<file path="config.mk">
export PLATFORM = sky130hd
export DESIGN_NAME = switch_led_arbiter_flat
export DESIGN_NICKNAME = d
export VERILOG_FILES = /design/src/rtl/switch_led_arbiter_if.sv /design/src/rtl/switch_led_arbiter.sv /design/src/flat_wrapper.sv
export SDC_FILE = /design/constraint.sdc
export NUM_CORES = 1
export LEC_CHECK = 0
export CAP_MARGIN = 15
export CORE_MARGIN = 2
export CORE_UTILIZATION = 38
export DETAILED_ROUTE_END_ITERATION = 12
export GPL_TIMING_DRIVEN = 0
export PLACE_DENSITY_LB_ADDON = 0.25
export SLEW_MARGIN = 5
export SYNTH_ARGS = -nofsm -noshare
export SYNTH_HDL_FRONTEND = slang
export SYNTH_SLANG_ARGS = --single-unit
export TNS_END_PERCENT = 50
</file>
<file path="constraint.sdc">
create_clock -name i_Clk -period 2.6 [get_ports i_Clk]
set_input_delay 0.78 -clock i_Clk [delete_from_list [all_inputs] [get_ports i_Clk]]
set_output_delay 0.78 -clock i_Clk [all_outputs]
set_load 0.05 [all_outputs]
</file>
<file path="src/rtl/switch_led_arbiter_if.sv">
// Switch-to-LED bundle shared between the board pins and the arbiter.
// master: board/driver side (drives switches, observes LEDs).
// slave:  arbiter side (observes switches, drives LEDs).
interface switch_led_arbiter_if;
  logic i_Switch_1;
  logic i_Switch_2;
  logic o_LED_1;
  logic o_Grant_1;
  logic o_Grant_2;
  logic o_Busy;

  modport master (
    output i_Switch_1, i_Switch_2,
    input  o_LED_1, o_Grant_1, o_Grant_2, o_Busy
  );

  modport slave (
    input  i_Switch_1, i_Switch_2,
    output o_LED_1, o_Grant_1, o_Grant_2, o_Busy
  );
endinterface

</file>
<file path="src/rtl/switch_led_arbiter.sv">
// Two debounced switches arbitrate round-robin for one shared LED, with a
// minimum hold time per grant and a one-cycle IDLE gap between grants.
// Optional macro LED_BLINK_OWNER_EN: blink the shared LED while requester 2
// owns it (half-period BLINK_CYCLES); without it the LED simply mirrors busy.
module switch_led_arbiter #(
  parameter int unsigned DEBOUNCE_LIMIT = 250000,
  parameter int unsigned HOLD_CYCLES    = 12500000,
  parameter int unsigned BLINK_CYCLES   = 3125000
) (
  input logic                  i_Clk,
  input logic                  i_Rst_L,
  switch_led_arbiter_if.slave  bus
);

  localparam int unsigned DW = $clog2(DEBOUNCE_LIMIT) + 1;
  localparam int unsigned HW = $clog2(HOLD_CYCLES) + 1;

  // Reject illegal parameterisations at elaboration.
  if (DEBOUNCE_LIMIT < 1 || HOLD_CYCLES < 1 || BLINK_CYCLES < 1) begin : g_bad_param
    $error("switch_led_arbiter: DEBOUNCE_LIMIT, HOLD_CYCLES and BLINK_CYCLES must be >= 1");
  end

  typedef enum logic [1:0] {
    IDLE   = 2'd0,
    GRANT1 = 2'd1,
    GRANT2 = 2'd2
  } state_t;

  logic [1:0]    sync_meta;
  logic [1:0]    sync_q;
  logic [1:0]    deb_q;
  logic [DW-1:0] deb_cnt [2];
  logic [HW-1:0] hold_cnt;
  logic          last_owner_2;
  state_t        state;
  state_t        next_state;
  logic          grant_1_c;
  logic          grant_2_c;
  logic          busy_c;

  // Two-flop synchronizer per raw switch; bit 0 = switch 1, bit 1 = switch 2.
  always_ff @(posedge i_Clk or negedge i_Rst_L) begin
    if (!i_Rst_L) begin
      sync_meta <= '0;
      sync_q    <= '0;
    end else begin
      sync_meta <= {bus.i_Switch_2, bus.i_Switch_1};
      sync_q    <= sync_meta;
    end
  end

  // Debounce: adopt the synced level only after it differs for DEBOUNCE_LIMIT cycles.
  always_ff @(posedge i_Clk or negedge i_Rst_L) begin
    if (!i_Rst_L) begin
      deb_q <= '0;
      for (int i = 0; i < 2; i++) deb_cnt[i] <= '0;
    end else begin
      for (int i = 0; i < 2; i++) begin
        if (sync_q[i] == deb_q[i]) begin
          deb_cnt[i] <= '0;
        end else if (deb_cnt[i] == DW'(DEBOUNCE_LIMIT - 1)) begin
          deb_q[i]   <= sync_q[i];
          deb_cnt[i] <= '0;
        end else begin
          deb_cnt[i] <= deb_cnt[i] + DW'(1);
        end
      end
    end
  end

  // FSM state register.
  always_ff @(posedge i_Clk or negedge i_Rst_L) begin
    if (!i_Rst_L) state <= IDLE;
    else          state <= next_state;
  end

  // Next-state: round-robin from IDLE, no preemption, exit after hold and release.
  always_comb begin
    next_state = state;
    case (state)
      IDLE: begin
        if (deb_q[0] && (!deb_q[1] || last_owner_2)) next_state = GRANT1;
        else if (deb_q[1])                           next_state = GRANT2;
      end
      GRANT1: if (hold_cnt == '0 && !deb_q[0]) next_state = IDLE;
      GRANT2: if (hold_cnt == '0 && !deb_q[1]) next_state = IDLE;
      default: next_state = IDLE;
    endcase
  end

  // Hold counter and last owner: load on grant entry, count down and saturate.
  always_ff @(posedge i_Clk or negedge i_Rst_L) begin
    if (!i_Rst_L) begin
      hold_cnt     <= '0;
      last_owner_2 <= 1'b1;
    end else if (state == IDLE && next_state != IDLE) begin
      hold_cnt     <= HW'(HOLD_CYCLES - 1);
      last_owner_2 <= (next_state == GRANT2);
    end else if (state != IDLE && hold_cnt != '0) begin
      hold_cnt <= hold_cnt - HW'(1);
    end
  end

  // Output decode from next state so the registered outputs track the state.
  always_comb begin
    grant_1_c = (next_state == GRANT1);
    grant_2_c = (next_state == GRANT2);
    busy_c    = (next_state != IDLE);
  end

  // Registered grant/busy outputs.
  always_ff @(posedge i_Clk or negedge i_Rst_L) begin
    if (!i_Rst_L) begin
      bus.o_Grant_1 <= 1'b0;
      bus.o_Grant_2 <= 1'b0;
      bus.o_Busy    <= 1'b0;
    end else begin
      bus.o_Grant_1 <= grant_1_c;
      bus.o_Grant_2 <= grant_2_c;
      bus.o_Busy    <= busy_c;
    end
  end

`ifdef LED_BLINK_OWNER_EN
  localparam int unsigned BW = $clog2(BLINK_CYCLES) + 1;

  logic [BW-1:0] blink_cnt;

  // Shared LED: steady for owner 1, blinking for owner 2 starting on, off in IDLE.
  always_ff @(posedge i_Clk or negedge i_Rst_L) begin
    if (!i_Rst_L) begin
      bus.o_LED_1 <= 1'b0;
      blink_cnt   <= '0;
    end else begin
      case (next_state)
        GRANT1: begin
          bus.o_LED_1 <= 1'b1;
          blink_cnt   <= '0;
        end
        GRANT2: begin
          if (state != GRANT2) begin
            bus.o_LED_1 <= 1'b1;
            blink_cnt   <= '0;
          end else if (blink_cnt == BW'(BLINK_CYCLES - 1)) begin
            bus.o_LED_1 <= ~bus.o_LED_1;
            blink_cnt   <= '0;
          end else begin
            blink_cnt <= blink_cnt + BW'(1);
          end
        end
        default: begin
          bus.o_LED_1 <= 1'b0;
          blink_cnt   <= '0;
        end
      endcase
    end
  end
`else
  // Shared LED simply shows that the resource is in use.
  always_ff @(posedge i_Clk or negedge i_Rst_L) begin
    if (!i_Rst_L) bus.o_LED_1 <= 1'b0;
    else          bus.o_LED_1 <= busy_c;
  end
`endif

endmodule
</file>
<file path="src/flat_wrapper.sv">
// flat-port wrapper written by rule: the top's interface ports become plain ports
module switch_led_arbiter_flat 
#(
  parameter int unsigned DEBOUNCE_LIMIT = 250000,
  parameter int unsigned HOLD_CYCLES    = 12500000,
  parameter int unsigned BLINK_CYCLES   = 3125000
)
  (i_Clk, i_Rst_L, bus_i_Switch_1, bus_i_Switch_2, bus_o_LED_1, bus_o_Grant_1, bus_o_Grant_2, bus_o_Busy);
  switch_led_arbiter_if bus_i ();
  input logic i_Clk;
  input logic i_Rst_L;
  input wire logic [$bits(bus_i.i_Switch_1)-1:0] bus_i_Switch_1;
  input wire logic [$bits(bus_i.i_Switch_2)-1:0] bus_i_Switch_2;
  output wire logic [$bits(bus_i.o_LED_1)-1:0] bus_o_LED_1;
  output wire logic [$bits(bus_i.o_Grant_1)-1:0] bus_o_Grant_1;
  output wire logic [$bits(bus_i.o_Grant_2)-1:0] bus_o_Grant_2;
  output wire logic [$bits(bus_i.o_Busy)-1:0] bus_o_Busy;
  assign bus_i.i_Switch_1 = bus_i_Switch_1;
  assign bus_i.i_Switch_2 = bus_i_Switch_2;
  assign bus_o_LED_1 = bus_i.o_LED_1;
  assign bus_o_Grant_1 = bus_i.o_Grant_1;
  assign bus_o_Grant_2 = bus_i.o_Grant_2;
  assign bus_o_Busy = bus_i.o_Busy;
  switch_led_arbiter #(.DEBOUNCE_LIMIT(DEBOUNCE_LIMIT), .HOLD_CYCLES(HOLD_CYCLES), .BLINK_CYCLES(BLINK_CYCLES)) u_core (.i_Clk(i_Clk), .i_Rst_L(i_Rst_L), .bus(bus_i));
endmodule
</file>
-- After elaboration in Yosys (flattened, before gate mapping)
Index checks and enable logic that the tools add are counted.
- input bits: 4
- register bits after elaboration: 75
- word-level logic and storage cells: 52
- bitwise gates (word level): 2
- multiplexer cells: 11
- equal/unequal tests: 8
- reductions and logical operators: 16
- add/sub/neg operators: 3
- operator list (operator ; number):
    $mux 19 ; 4
    $mux 25 ; 2
    $add 19x1->19 const B ; 2
    $eq 19x18->1 const B ; 2
    $logic_not 25->1 ; 1
    $reduce_bool 25->1 ; 1
    $sub 25x1->25 const B ; 1
    $mux 2 ; 4
    $pmux 2 s3 ; 1
    $reduce_bool 2->1 ; 3
    $logic_and 1x1->1 ; 5
    $eq 2x1->1 const B ; 2
    $eq 2x2->1 const B ; 2
    $reduce_and 2->1 ; 2
    $eq 1x1->1 ; 2
    $logic_not 1->1 ; 2
    $logic_not 2->1 ; 1
    $not 1->1 ; 2
    $logic_or 1x1->1 ; 1

-- Depth between registers and ports, before layout
Gate-level depths: netlist of the first run.
- depth in word-level cells: 8
- gate-level depth with buffers: 8
- depth with buffers taken out: 7

-- Worst setup path before layout of the first run
Ideal clock, no wire load.
- path kind: reg2reg
- start: register u_core.hold_cnt[0]
- end: register u_core.hold_cnt[22]
- data arrival time: 1.956 ns
- period minus slack after synthesis: 2.088 ns
- buffers on the path: 1
- cell stages (with the launch flop): 9
- path slack: 0.512 ns
- required time: 2.468 ns
- cells stage by stage: dfrtp_1 > inv_1 > ha_1 > or3b_2 > or2_2 > buf_2 > nor4_1 > xnor2_1 > nor2_1
- cells in the longest elaborated chain, start to end: 7
- elaborated cells between the ends (all ways): 14
- classes of those cells: add/sub (1); mux (5); reduce/logical (8)
- RTL lines (item ; line ; source):
    start, declared ; switch_led_arbiter.sv:33 ; logic [HW-1:0] hold_cnt;
    start signal, assigned ; switch_led_arbiter.sv:97 ; hold_cnt <= HW'(HOLD_CYCLES - 1);
    start signal, assigned ; switch_led_arbiter.sv:100 ; hold_cnt <= hold_cnt - HW'(1);
    parallel branches: the longest is 7 deep, another holds $sub 25x1->25 ; n/a ;
Parallel ways; which one is timed is not known. The select of a mux whose other input is x is not followed.
A chain may end at the register's enable or synchronous reset.

==> results of run 1 <==
-- power by group through the flow --
| stage | combinational [mW] | clock (mW) | sequential, mW |
|---|---|---|---|
| final | 0.0570 | 0.880 | 1.18 |
| after global routing | 0.0686 | 0.958 | 1.19 |
| after CTS | 0.0605 | 0.912 | 1.18 |
| after detailed placement | 0.0604 | 0 | 1.21 |
| after global placement | 0.0552 | 0 | 1.21 |
| after floorplan | 0.0214 | 0 | 1.21 |
-- cells by family (layout without fill, tap and decap cells) --
family	count (synthesis)	count (layout)	share of synthesized area (%)
DFF	75	75	50.7
and+or+nand+nor	171	171	25.6
xor gates and xnor gates	45	45	10.6
buffers and inverters	24	48	3.24
adders and majority gates	4	4	1.35
AOI/OAI and AO/OA	37	37	6.45
muxes	7	7	1.96
-- cell type report --
class	count	area, um^2	share of cell area (%)
plain buffers	17	93.8	2.25
repair buffers	8	95.1	2.28
inverters	7	26.3	0.631
clock inverters	6	56.3	1.35
well taps	133	166	4.00
clock buffers	10	138	3.30
flip-flops and latches	75	1880	45.1
multi-input cells	264	1710	41.1
-- layer usage --
metal / GRT usage, % / vias up
met5: 0 / -
met4: 4.31 / 0
met3: 4.88 / 10
met2: 23.2 / 26
met1: 19.5 / 1301
li1: - / 1301
-- flip-flops by register name, summed over array words and instances, names as in the netlist --
register and count:
u_core.deb_cnt 38, u_core.hold_cnt 25, u_core.deb_q 2, u_core.state 2, u_core.sync_meta 2, u_core.sync_q 2
u_core.bus.o_Busy 1, u_core.bus.o_Grant_1 1, u_core.bus.o_Grant_2 1, u_core.last_owner_2 1
-- cell usage after synthesis (5+ instances only) --
cell type	instances
dfrtp_1	74
nor2_1	57
xor2_1	31
nand2_1	24
nand3_1	19
xnor2_1	14
a21oi_1	11
nand4_1	11
nor3_1	11
buf_2	9
o21ai_0	8
or2_2	8
inv_1	7
and4_1	6
and3_1	5
clkbuf_1	5
mux2i_1	5
-- repair_timing --
item                                    4_1_cts  5_1_grt
endpoints found under the setup margin        0       10
endpoints found under the hold margin         0        0
resized for setup                             0        1
-- stage by stage --
stage,setup WS (ps),instances
after detailed placement,243,504
after floorplan,512,363
final,176,520
after CTS,160,520
after global routing,98.0,520
after global placement,-1950,503
-- critical path: stages, from the launching register on --
cell and delay (ps):
dfrtp_1 390, buf_4 120, clkdlybuf4s50_1 780
-- worst paths after layout --
path                                                from                               to  slack [ps]  depth (start not counted)
setup / recovery             u_core.bus.o_Busy$_DFF_PN0_                      bus_o_LED_1         180                          2
hold / removal                                   i_Rst_L     u_core.deb_cnt[34]$_DFF_PN0_         310                          1
setup reg to reg               u_core.state[0]$_DFF_PN0_   u_core.hold_cnt[6]$_DFFE_PN0P_         250                          6
hold reg to reg            u_core.sync_meta[0]$_DFF_PN0_       u_core.sync_q[0]$_DFF_PN0_         350                          0
max in group asynchronous                        i_Rst_L  u_core.last_owner_2$_DFFE_PN1P_        1690                          2
min in group i_Clk         u_core.sync_meta[0]$_DFF_PN0_       u_core.sync_q[0]$_DFF_PN0_         350                          0
==> summary.md, run 1 <==
| Metric | Value |
|---|---|
| Rows | `36` |
| Leading cell type in the layout, fill and taps excluded | `dfrtp_1` |
| Synth top area share | `roughly 50%` |
| Port buffer count | `7` |
| Effective utilization at floorplan | `38.6%` |
| Met2 wire len | `approximately 3200 um` |
| Syn-to-layout area delta | `12.5%` |
| Leak Pwr | `1.89 nW` |
| Synthesized Nets | `roughly 370` |
| DIE AREA | `10,600 um^2` |
| Post-synth cell types | `47` |
| Yosys top cell by area | `dfrtp_1` |
| CTS max path bufs | `2` |
| Finished layout cell area | `4170 um^2` |
| Via density | `5.07` |
| Max layer used | `met4` |
| Pin slew with the least headroom to its limit | `799 ps` |
| Final number of hold-violating endpoints | `0` |
| Post-Syn Area per Cell | `around 10 um^2` |
| HPWL after detailed placement | `4740 um` |
| ANT nets after route | `0` |
| Hold-fix buffers, CTS | `0` |
| TritonRoute pass-1 iters | `4` |
| First-pass GRT wire length | `12,200 um` |
| Post-Synthesis Cells | `363` |
| Switching Power | `0.532 mW` |
| Pwr per Cell Area | `between 500 and 600 nW/um^2` |
| Final core occ | `43.4%` |
| Met1 wire length | `approximately 3500 um` |
| Post-CTS setup repair buffer count | `0` |
| DRT Wirelength | `roughly 7000 um` |
| Syn Std Cell Area | `approximately 3700 um^2` |
| Setup TNS | `0 ps` |
| Initial antenna violation count | `0` |
| Placer congestion estimate | `approximately 0.84` |
| Seq cells post-synth | `75` |
| Synth top area cells | `dfrtp_1, xor2_1, nor2_1` |
| Slew Limit Fails | `0` |
| Grt ovf | `0` |
| Root Buffer | `clkbuf_8` |
| EDFF count, synth | `0` |
| Kind of start point of the critical path | `register` |
| Crit Path Max Fanout | `2` |
| Worst-path clk slew | `90 ps` |
| Worst Clk Skew | `~11 ps` |
| Met3 WL | `a little under 200 um` |
| RSZ-0062 raised after global routing | `no` |
| Core Area | `9590 um^2` |
| Comb power frac | `2.7%` |
| Hold crit path type | `primary input to asynchronous set/reset pin` |
| Int Pwr | `1.59 mW` |
| Sw frac | `25.1%` |
| Sequential power share | `55.8%` |
| CTS Sinks | `75` |
| Period utilization | `93.2%` |
| Min Hold Slack | `309 ps` |
| Endpoint class of the critical path | `primary output` |
| Cell Area, Placed | `3970 um^2` |
| Critical Path AT | `about 1600 ps` |
| Fill count | `between 900 and 1,000` |
| CTS tree | `yes` |
| Max-Cap Viols | `0` |
| Die W | `103 um` |
| Register area share after synthesis | `50.7%` |
| CP Class | `register to primary output` |
| Avg WL per Cell | `between 10 and 15 um` |
| Worst vdd ir | `between 0.3 and 0.4 mV` |
| All-Layer GR Usage | `14.7%` |
| Later-pin clock latency in the skew report | `between 300 and 400 ps` |
| Post-route DRC | `0` |
| Tmin final | `2420 ps` |
| Clock Power Share | `41.5%` |
| # setup viols final | `0` |
| Synthesis warning total | `0` |
| Post-synth ARST share | `100%` |
| Die H | `just over 100 um` |
| Io pins | `8` |
| Htree depth | `3` |
| Total number of vias | `~2,600` |
| # diodes | `0` |
| Detailed Route Iter0 Violations | `97` |
| Worst path required time | `around 1800 ps` |
| Relative slew slack | `46.3%` |
| Vias in the first global route | `roughly 2,600` |
| Largest net degree at the start of global routing | `55` |
| CTS Buf Count | `9` |
| Status | `completed` |
| Commonest cells after routing, fill and taps aside | `dfrtp_1, nor2_1, xor2_1` |
| Max Clk Rate | `0.413 GHz` |
| Share of cells above drive strength 1 | `13.2%` |
| Post-synth top flop | `dfrtp_1` |
| Tot Pwr | `between 2 and 2.5 mW` |
| Final #Nets | `390` |
Note: power is estimated with default switching activity, not from simulation.
==> run 2, diff against run 1 <==
--- a/config.mk
+++ b/config.mk
@@ -8,9 +8,11 @@
 export CAP_MARGIN = 15
 export CORE_MARGIN = 2
 export CORE_UTILIZATION = 38
+export CTS_BUF_LIST = sky130_fd_sc_hd__clkbuf_8 sky130_fd_sc_hd__clkbuf_16
 export DETAILED_ROUTE_END_ITERATION = 12
 export GPL_TIMING_DRIVEN = 0
 export PLACE_DENSITY_LB_ADDON = 0.25
+export REMOVE_ABC_BUFFERS = 1
 export SLEW_MARGIN = 5
 export SYNTH_ARGS = -nofsm -noshare
 export SYNTH_HDL_FRONTEND = slang
==> run 2 against run 1 <==
Net effect: final area down 1.9%; core utilization down 0.81 points; sequential power about the same; wire length down 3.8%; clock skew down 1.6 ps; combinational power down 6.5%; critical path type is now register to register; clock power up 3.4%.
==> summary.md, run 2 (same netlist as run 1, synthesis figures left out) <==
| Metric | Value |
|---|---|
| Status | `completed` |
| # setup viols final | `0 (unchanged)` |
| Crit Path Max Fanout | `5 (+3)` |
| TritonRoute pass-1 iters | `4 (unchanged)` |
| DRT Wirelength | `6660 um (-3.8%)` |
| Share of cells above drive strength 1 | `10.8% (-2.4 points)` |
| Slew Limit Fails | `0 (unchanged)` |
| Via density | `5.09 (+0.24%)` |
| Min Hold Slack | `323 ps (+13.7 ps)` |
| Hold crit path type | `primary input to asynchronous set/reset pin` |
| Placer congestion estimate | `0.760 (-9.3%)` |
| Endpoint class of the critical path | `register` |
| DIE AREA | `10,600 um^2 (unchanged)` |
| Buf/Inv on CP | `1 (-1)` |
| Largest net degree at the start of global routing | `54 (-1.8%)` |
| CP Class | `register to register` |
| Effective utilization at floorplan | `38.6% (unchanged)` |
| Worst-path clk slew | `80 ps (about the same)` |
| R2r setup slk | `270 ps (+20 ps)` |
| ANT nets after route | `0 (unchanged)` |
| Max-Cap Viols | `0 (unchanged)` |
| Later-pin clock latency in the skew report | `350 ps (about the same)` |
| Htree depth | `3 (unchanged)` |
| Io pins | `8 (unchanged)` |
| All-Layer GR Usage | `14.6% (-0.085 points)` |
| Avg WL per Cell | `13.2 um (-0.72%)` |
| CP top delay family | `simple AND/OR/NAND/NOR gates` |
| Die H | `103 um (unchanged)` |
| Biggest regs | `u_core.deb_cnt (38), u_core.hold_cnt (25)` |
| Cell Area, Placed | `3880 um^2 (-2.2%)` |
| Pin slew with the least headroom to its limit | `812 ps (+12.5 ps)` |
| Leak Pwr | `1.83 nW (-3.1%)` |
| Post-route DRC | `0 (unchanged)` |
| Initial antenna violation count | `0 (unchanged)` |
| CTS Buf Count | `9 (unchanged)` |
| Core Area | `9590 um^2 (unchanged)` |
| Crit-path slowest cell | `or3b_2` |
| Critical Path AT | `2600 ps (+960 ps)` |
| RSZ-0062 raised after global routing | `no` |
| Largest register by flop count | `u_core.deb_cnt` |
| Relative slew slack | `45.7% (-0.62 points)` |
| Grt ovf | `0 (unchanged)` |
| Hold-fix buffers, CTS | `0 (unchanged)` |
| CTS max path bufs | `2 (unchanged)` |
| Crit-path cells | `inv_1 -> ha_1 -> or3b_2 -> nor4_4 -> o211ai_1 -> nor3b_1 -> mux2i_1` |
| Syn-to-layout area delta | `10.4%` |
| Leading cell type in the layout, fill and taps excluded | `dfrtp_1` |
| Kind of start point of the critical path | `register` |
| Final number of hold-violating endpoints | `0 (unchanged)` |
| First-pass GRT wire length | `12,000 um (-1.3%)` |
| Worst Clk Skew | `9.32 ps (-1.64 ps)` |
| Worst Slack Setup Final | `271 ps (+95.4 ps)` |
| Max Clk Rate | `0.429 GHz (+4.1%)` |
| Root Buffer | `clkbuf_8` |
| Tot Pwr | `2.15 mW (+1.3%)` |
| Vias in the first global route | `2,530 (-3.1%)` |
| Period utilization | `89.6% (-3.7 points)` |
| Detailed Route Iter0 Violations | `56 (-42%)` |
| Worst path required time | `2870 ps (+1050 ps)` |
| Pwr per Cell Area | `526 nW/um^2 (+3.2%)` |
| Placement Setup Slack | `-236 ps (-479 ps)` |
| # diodes | `0 (unchanged)` |
| Finished layout cell area | `4090 um^2 (-1.9%)` |
| Final core occ | `42.6% (-0.81 points)` |
| Tmin final | `2330 ps (-95.4 ps)` |
| Port buffer count | `7 (unchanged)` |
| Worst path max stage delay | `510 ps (-270 ps)` |
| Commonest cells after routing, fill and taps aside | `dfrtp_1, nor2_1, xor2_1` |
| R2r worst-path depth | `7 (+1)` |
| Worst vdd ir | `0.349 mV (-0.56%)` |
| Worst flop-to-flop path startpoint | `u_core.hold_cnt[0]$_DFFE_PN0P_` |
| Total number of vias | `2,563 (-2.8%)` |
| Die W | `103 um (unchanged)` |
| HPWL after detailed placement | `4470 um (-5.6%)` |
| Final #Nets | `374 (-4.1%)` |
| Fill count | `949 (+0.11%)` |
| R2r endpoint | `u_core.hold_cnt[18]$_DFFE_PN0P_` |
| Max reg flops | `38 (unchanged)` |
| CTS Sinks | `75 (unchanged)` |
| Rows | `36 (unchanged)` |
| CTS tree | `yes` |
==> run 2: routing by layer <==
layer  vias to the layer above  GRT usage [%]  share of wire [%]
met2                        35           22.9                 47
li1                       1269              -                  -
met1                      1249           19.5                 48
met4                         0           3.79                1.3
met3                        10           5.08                3.6
met5                         -              0                  0
==> run 2: worst register-to-register path: cells and delay by family, from the launching register on <==
family	cells	cell delay, ps
AO/OA/AOI/OAI	1	260
multiplexers	1	230
flip-flops	1	410
buffers and inverters	1	110
AND/OR/NAND/NOR	3	1090
adder cells (fa/ha/maj)	1	160
==> run 2: area by class of cell <==
type | count | area, um^2 | area share, %
repair buffers | 9 | 103 | 2.51
well taps | 133 | 166 | 4.07
clock inverters | 7 | 75.1 | 1.84
multi-input cells | 264 | 1720 | 42.0
inverters | 7 | 26.3 | 0.643
clock buffers | 9 | 124 | 3.03
flip-flops and latches | 75 | 1880 | 45.9
==> run 2: per-stage QoR <==
stage | instances | TNS (ps)
3_5_place_dp | 488 | -1310
4_1_cts | 504 | 0
2_1_floorplan | 346 | 0
6_report | 504 | 0
3_3_place_gp | 486 | -146700
5_1_grt | 504 | 0
==> run 2: repair_timing <==
action                                  4_1_cts  5_1_grt
setup buffers                                 0        0
endpoints found under the setup margin        7        9
resized for setup                             1        2
==> run 2: where the power goes <==
group          internal [mW]  switching, mW
clock network          0.450          0.460
logic                 0.0158         0.0375
registers               1.18        0.00873
total                   1.64          0.507
==> run 2: worst max path at each step <==
stage,start,endpoint,slack (ps),cells past startpoint
6_report,u_core.hold_cnt[0]$_DFFE_PN0P_,u_core.hold_cnt[18]$_DFFE_PN0P_,270,7
5_1_grt,u_core.hold_cnt[20]$_DFFE_PN0P_,u_core.hold_cnt[18]$_DFFE_PN0P_,30,5
4_1_cts,u_core.hold_cnt[1]$_DFFE_PN0P_,u_core.hold_cnt[7]$_DFFE_PN0P_,2,7
3_5_place_dp,u_core.hold_cnt[1]$_DFFE_PN0P_,u_core.hold_cnt[7]$_DFFE_PN0P_,-240,7
3_3_place_gp,i_Rst_L,u_core.deb_cnt[27]$_DFF_PN0_,-1950,1
2_1_floorplan,u_core.hold_cnt[12]$_DFFE_PN0P_,u_core.hold_cnt[7]$_DFFE_PN0P_,250,5
==> run 3, diff against run 2 <==
--- a/config.mk
+++ b/config.mk
@@ -6,12 +6,10 @@
 export NUM_CORES = 1
 export LEC_CHECK = 0
 export CAP_MARGIN = 15
-export CORE_MARGIN = 2
 export CORE_UTILIZATION = 38
 export CTS_BUF_LIST = sky130_fd_sc_hd__clkbuf_8 sky130_fd_sc_hd__clkbuf_16
 export DETAILED_ROUTE_END_ITERATION = 12
 export GPL_TIMING_DRIVEN = 0
-export PLACE_DENSITY_LB_ADDON = 0.25
 export REMOVE_ABC_BUFFERS = 1
 export SLEW_MARGIN = 5
 export SYNTH_ARGS = -nofsm -noshare
==> run 3 against run 2 <==
Net effect: sequential cell count is the same; wire length shrank 1.4%; count of clock-buffer cells in the layout grew 1; critical path depth shrank 1; maximum frequency grew 1.3%; die area shrank 3.9%; setup slack gained 29 ps; critical endpoint is now u_core.deb_cnt[29]$_DFF_PN0_; largest cell class unchanged.
==> summary.md, run 3 (same netlist as run 1, synthesis figures left out) <==
| Metric | Value |
|---|---|
| Status | `completed` |
| Kind of start point of the critical path | `register` |
| Crit Path Max Fanout | `19 (+14)` |
| Largest net degree at the start of global routing | `61 (+13%)` |
| # diodes | `0 (unchanged)` |
| CTS Sinks | `75 (unchanged)` |
| Total number of vias | `2,577 (+0.55%)` |
| Crit-path slowest cell | `nand2b_1` |
| First-pass GRT wire length | `11,800 um (-1.6%)` |
| Worst flop-to-flop path startpoint | `u_core.deb_cnt[19]$_DFF_PN0_` |
| Critical Path AT | `2500 ps (-100 ps)` |
| Worst Clk Skew | `11.8 ps (+2.44 ps)` |
| Root Buffer | `clkbuf_8` |
| Cell Area, Placed | `3870 um^2 (-0.13%)` |
| R2r setup slk | `300 ps (+30 ps)` |
| Rows | `35 (-2.8%)` |
| Placed Cells | `484 (-0.82%)` |
| Port buffer count | `7 (unchanged)` |
| Leak Pwr | `1.82 nW (-0.31%)` |
| Worst path required time | `2800 ps (-70 ps)` |
| Placer congestion estimate | `0.774 (+1.8%)` |
| Via density | `5.15 (+1.4%)` |
| # setup viols final | `0 (unchanged)` |
| Sequential cell area | `1880 um^2 (unchanged)` |
| Slew Limit Fails | `0 (unchanged)` |
| Initial antenna violation count | `0 (unchanged)` |
| Effective utilization at floorplan | `39.7% (+1.1 points)` |
| Final number of hold-violating endpoints | `0 (unchanged)` |
| Max reg flops | `38 (unchanged)` |
| ANT nets after route | `0 (unchanged)` |
| Leading cell type in the layout, fill and taps excluded | `dfrtp_1` |
| Buf/Inv on CP | `0 (-1)` |
| DIE AREA | `10,100 um^2 (-3.9%)` |
| Tmin final | `2300 ps (-29.5 ps)` |
| Commonest cells after routing, fill and taps aside | `dfrtp_1, nor2_1, xor2_1` |
| Post-CTS setup repair buffer count | `0 (unchanged)` |
| Hold crit path type | `primary input to asynchronous set/reset pin` |
| Worst vdd ir | `0.434 mV (+25%)` |
| DRT Wirelength | `6570 um (-1.4%)` |
| Worst path max stage delay | `600 ps (+90 ps)` |
| Die H | `101 um (-1.9%)` |
| CTS max path bufs | `2 (unchanged)` |
| Endpoint class of the critical path | `register` |
| Die W | `101 um (-1.9%)` |
| Fill count | `877 (-7.6%)` |
| Pwr per Cell Area | `507 nW/um^2 (-3.6%)` |
| HPWL after detailed placement | `4350 um (-2.7%)` |
| Core Area | `9330 um^2 (-2.8%)` |
| Hold-fix buffers, CTS | `0 (unchanged)` |
| Share of cells above drive strength 1 | `11.1% (+0.27 points)` |
| Critical path origin | `u_core.deb_cnt[19]$_DFF_PN0_` |
| Htree depth | `3 (unchanged)` |
| Tot Pwr | `2.06 mW (-4.2%)` |
| Final core occ | `43.5% (+0.94 points)` |
| Crit-path cells | `ha_1 -> nand3_1 -> or4_1 -> nor3_1 -> nand2b_1 -> nor2_1` |
| Largest register by flop count | `u_core.deb_cnt` |
| Avg WL per Cell | `13.1 um (-0.56%)` |
| Post-CTS Resized | `1 (unchanged)` |
| Vias in the first global route | `2,486 (-1.7%)` |
| Biggest regs | `u_core.deb_cnt (38), u_core.hold_cnt (25)` |
| TritonRoute pass-1 iters | `4 (unchanged)` |
| Grt ovf | `0 (unchanged)` |
| CP top delay family | `simple AND/OR/NAND/NOR gates` |
| Period utilization | `88.4% (-1.1 points)` |
| R2r worst-path depth | `6 (-1)` |
| Io pins | `8 (unchanged)` |
| Syn-to-layout area delta | `9.66%` |
| Pin slew with the least headroom to its limit | `869 ps (+57.1 ps)` |
| Max-Cap Viols | `0 (unchanged)` |
| Final #Nets | `374 (unchanged)` |
| Finished layout cell area | `4060 um^2 (-0.64%)` |
| RSZ-0062 raised after global routing | `no` |
| Max Clk Rate | `0.435 GHz (+1.3%)` |
| CP Capture Point | `u_core.deb_cnt[29]$_DFF_PN0_` |
| Post-route DRC | `0 (unchanged)` |
| Non-filler cells, final | `500 (-0.79%)` |
| CP Class | `register to register` |
| Multi-input gate area | `1720 um^2 (unchanged)` |
| Detailed Route Iter0 Violations | `90 (+61%)` |
| Later-pin clock latency in the skew report | `350 ps (about the same)` |
| CTS Buf Count | `9 (unchanged)` |
| CTS tree | `yes` |
| Relative slew slack | `41.9% (-3.8 points)` |
| R2r endpoint | `u_core.deb_cnt[29]$_DFF_PN0_` |
| Critical Path Stages | `6 (-1)` |
| All-Layer GR Usage | `14.9% (+0.22 points)` |
| Worst-path clk slew | `80 ps (about the same)` |
[run 3: cell types whose count changed in the layout (fill, tap and decap cells not counted)]
cell        delta
inv_6          -2
clkbuf_8       +1
bufinv_16      -1
clkinvlp_4     -1
inv_1          -1
clkinv_2       +3
clkinv_4       +1
[run 3: power by group]
group / switching [mW] / internal [mW] / leakage [nW]
sequential: 0.00830 / 1.18 / 1.03
clock: 0.447 / 0.372 / 0.0924
combinational: 0.0378 / 0.0158 / 0.699
[run 3: final cells by class]
cell class | count | area share (%)
sequential | 75 | 46.2
tap | 129 | 3.97
clock inverter | 6 | 0.986
inverter | 7 | 0.647
timing repair buffer | 9 | 2.53
multi-input combinational | 264 | 42.2
clock buffer | 10 | 3.39
[run 3: worst min-delay path by stage]
stage,from,end,slack (ps)
finish,i_Rst_L,u_core.hold_cnt[11]$_DFFE_PN0P_,290
global route,i_Rst_L,u_core.hold_cnt[11]$_DFFE_PN0P_,280
CTS,i_Rst_L,u_core.hold_cnt[11]$_DFFE_PN0P_,280
detailed placement,u_core.sync_meta[0]$_DFF_PN0_,u_core.sync_q[0]$_DFF_PN0_,340
global placement,u_core.sync_meta[1]$_DFF_PN0_,u_core.sync_q[1]$_DFF_PN0_,340
floorplan,u_core.sync_meta[0]$_DFF_PN0_,u_core.sync_q[0]$_DFF_PN0_,330
[run 3: metal layers]
layer | GRT usage [%] | vias up | routed length, um
met3 | 3.95 | 8 | 210
met4 | 5.35 | 0 | 91
met5 | 0 | - | 0
li1 | - | 1269 | -
met1 | 20.2 | 1268 | 3230
met2 | 22.8 | 32 | 3040
[run 3: through the flow]
step / worst slack, ps / setup TNS (ps) / hold WS, ps
4_1_cts: 24.9 / 0 / 279
3_5_place_dp: -233 / -1260 / 336
2_1_floorplan: 254 / 0 / 331
5_1_grt: 35.6 / 0 / 282
3_3_place_gp: -1910 / -142800 / 337
6_report: 301 / 0 / 288
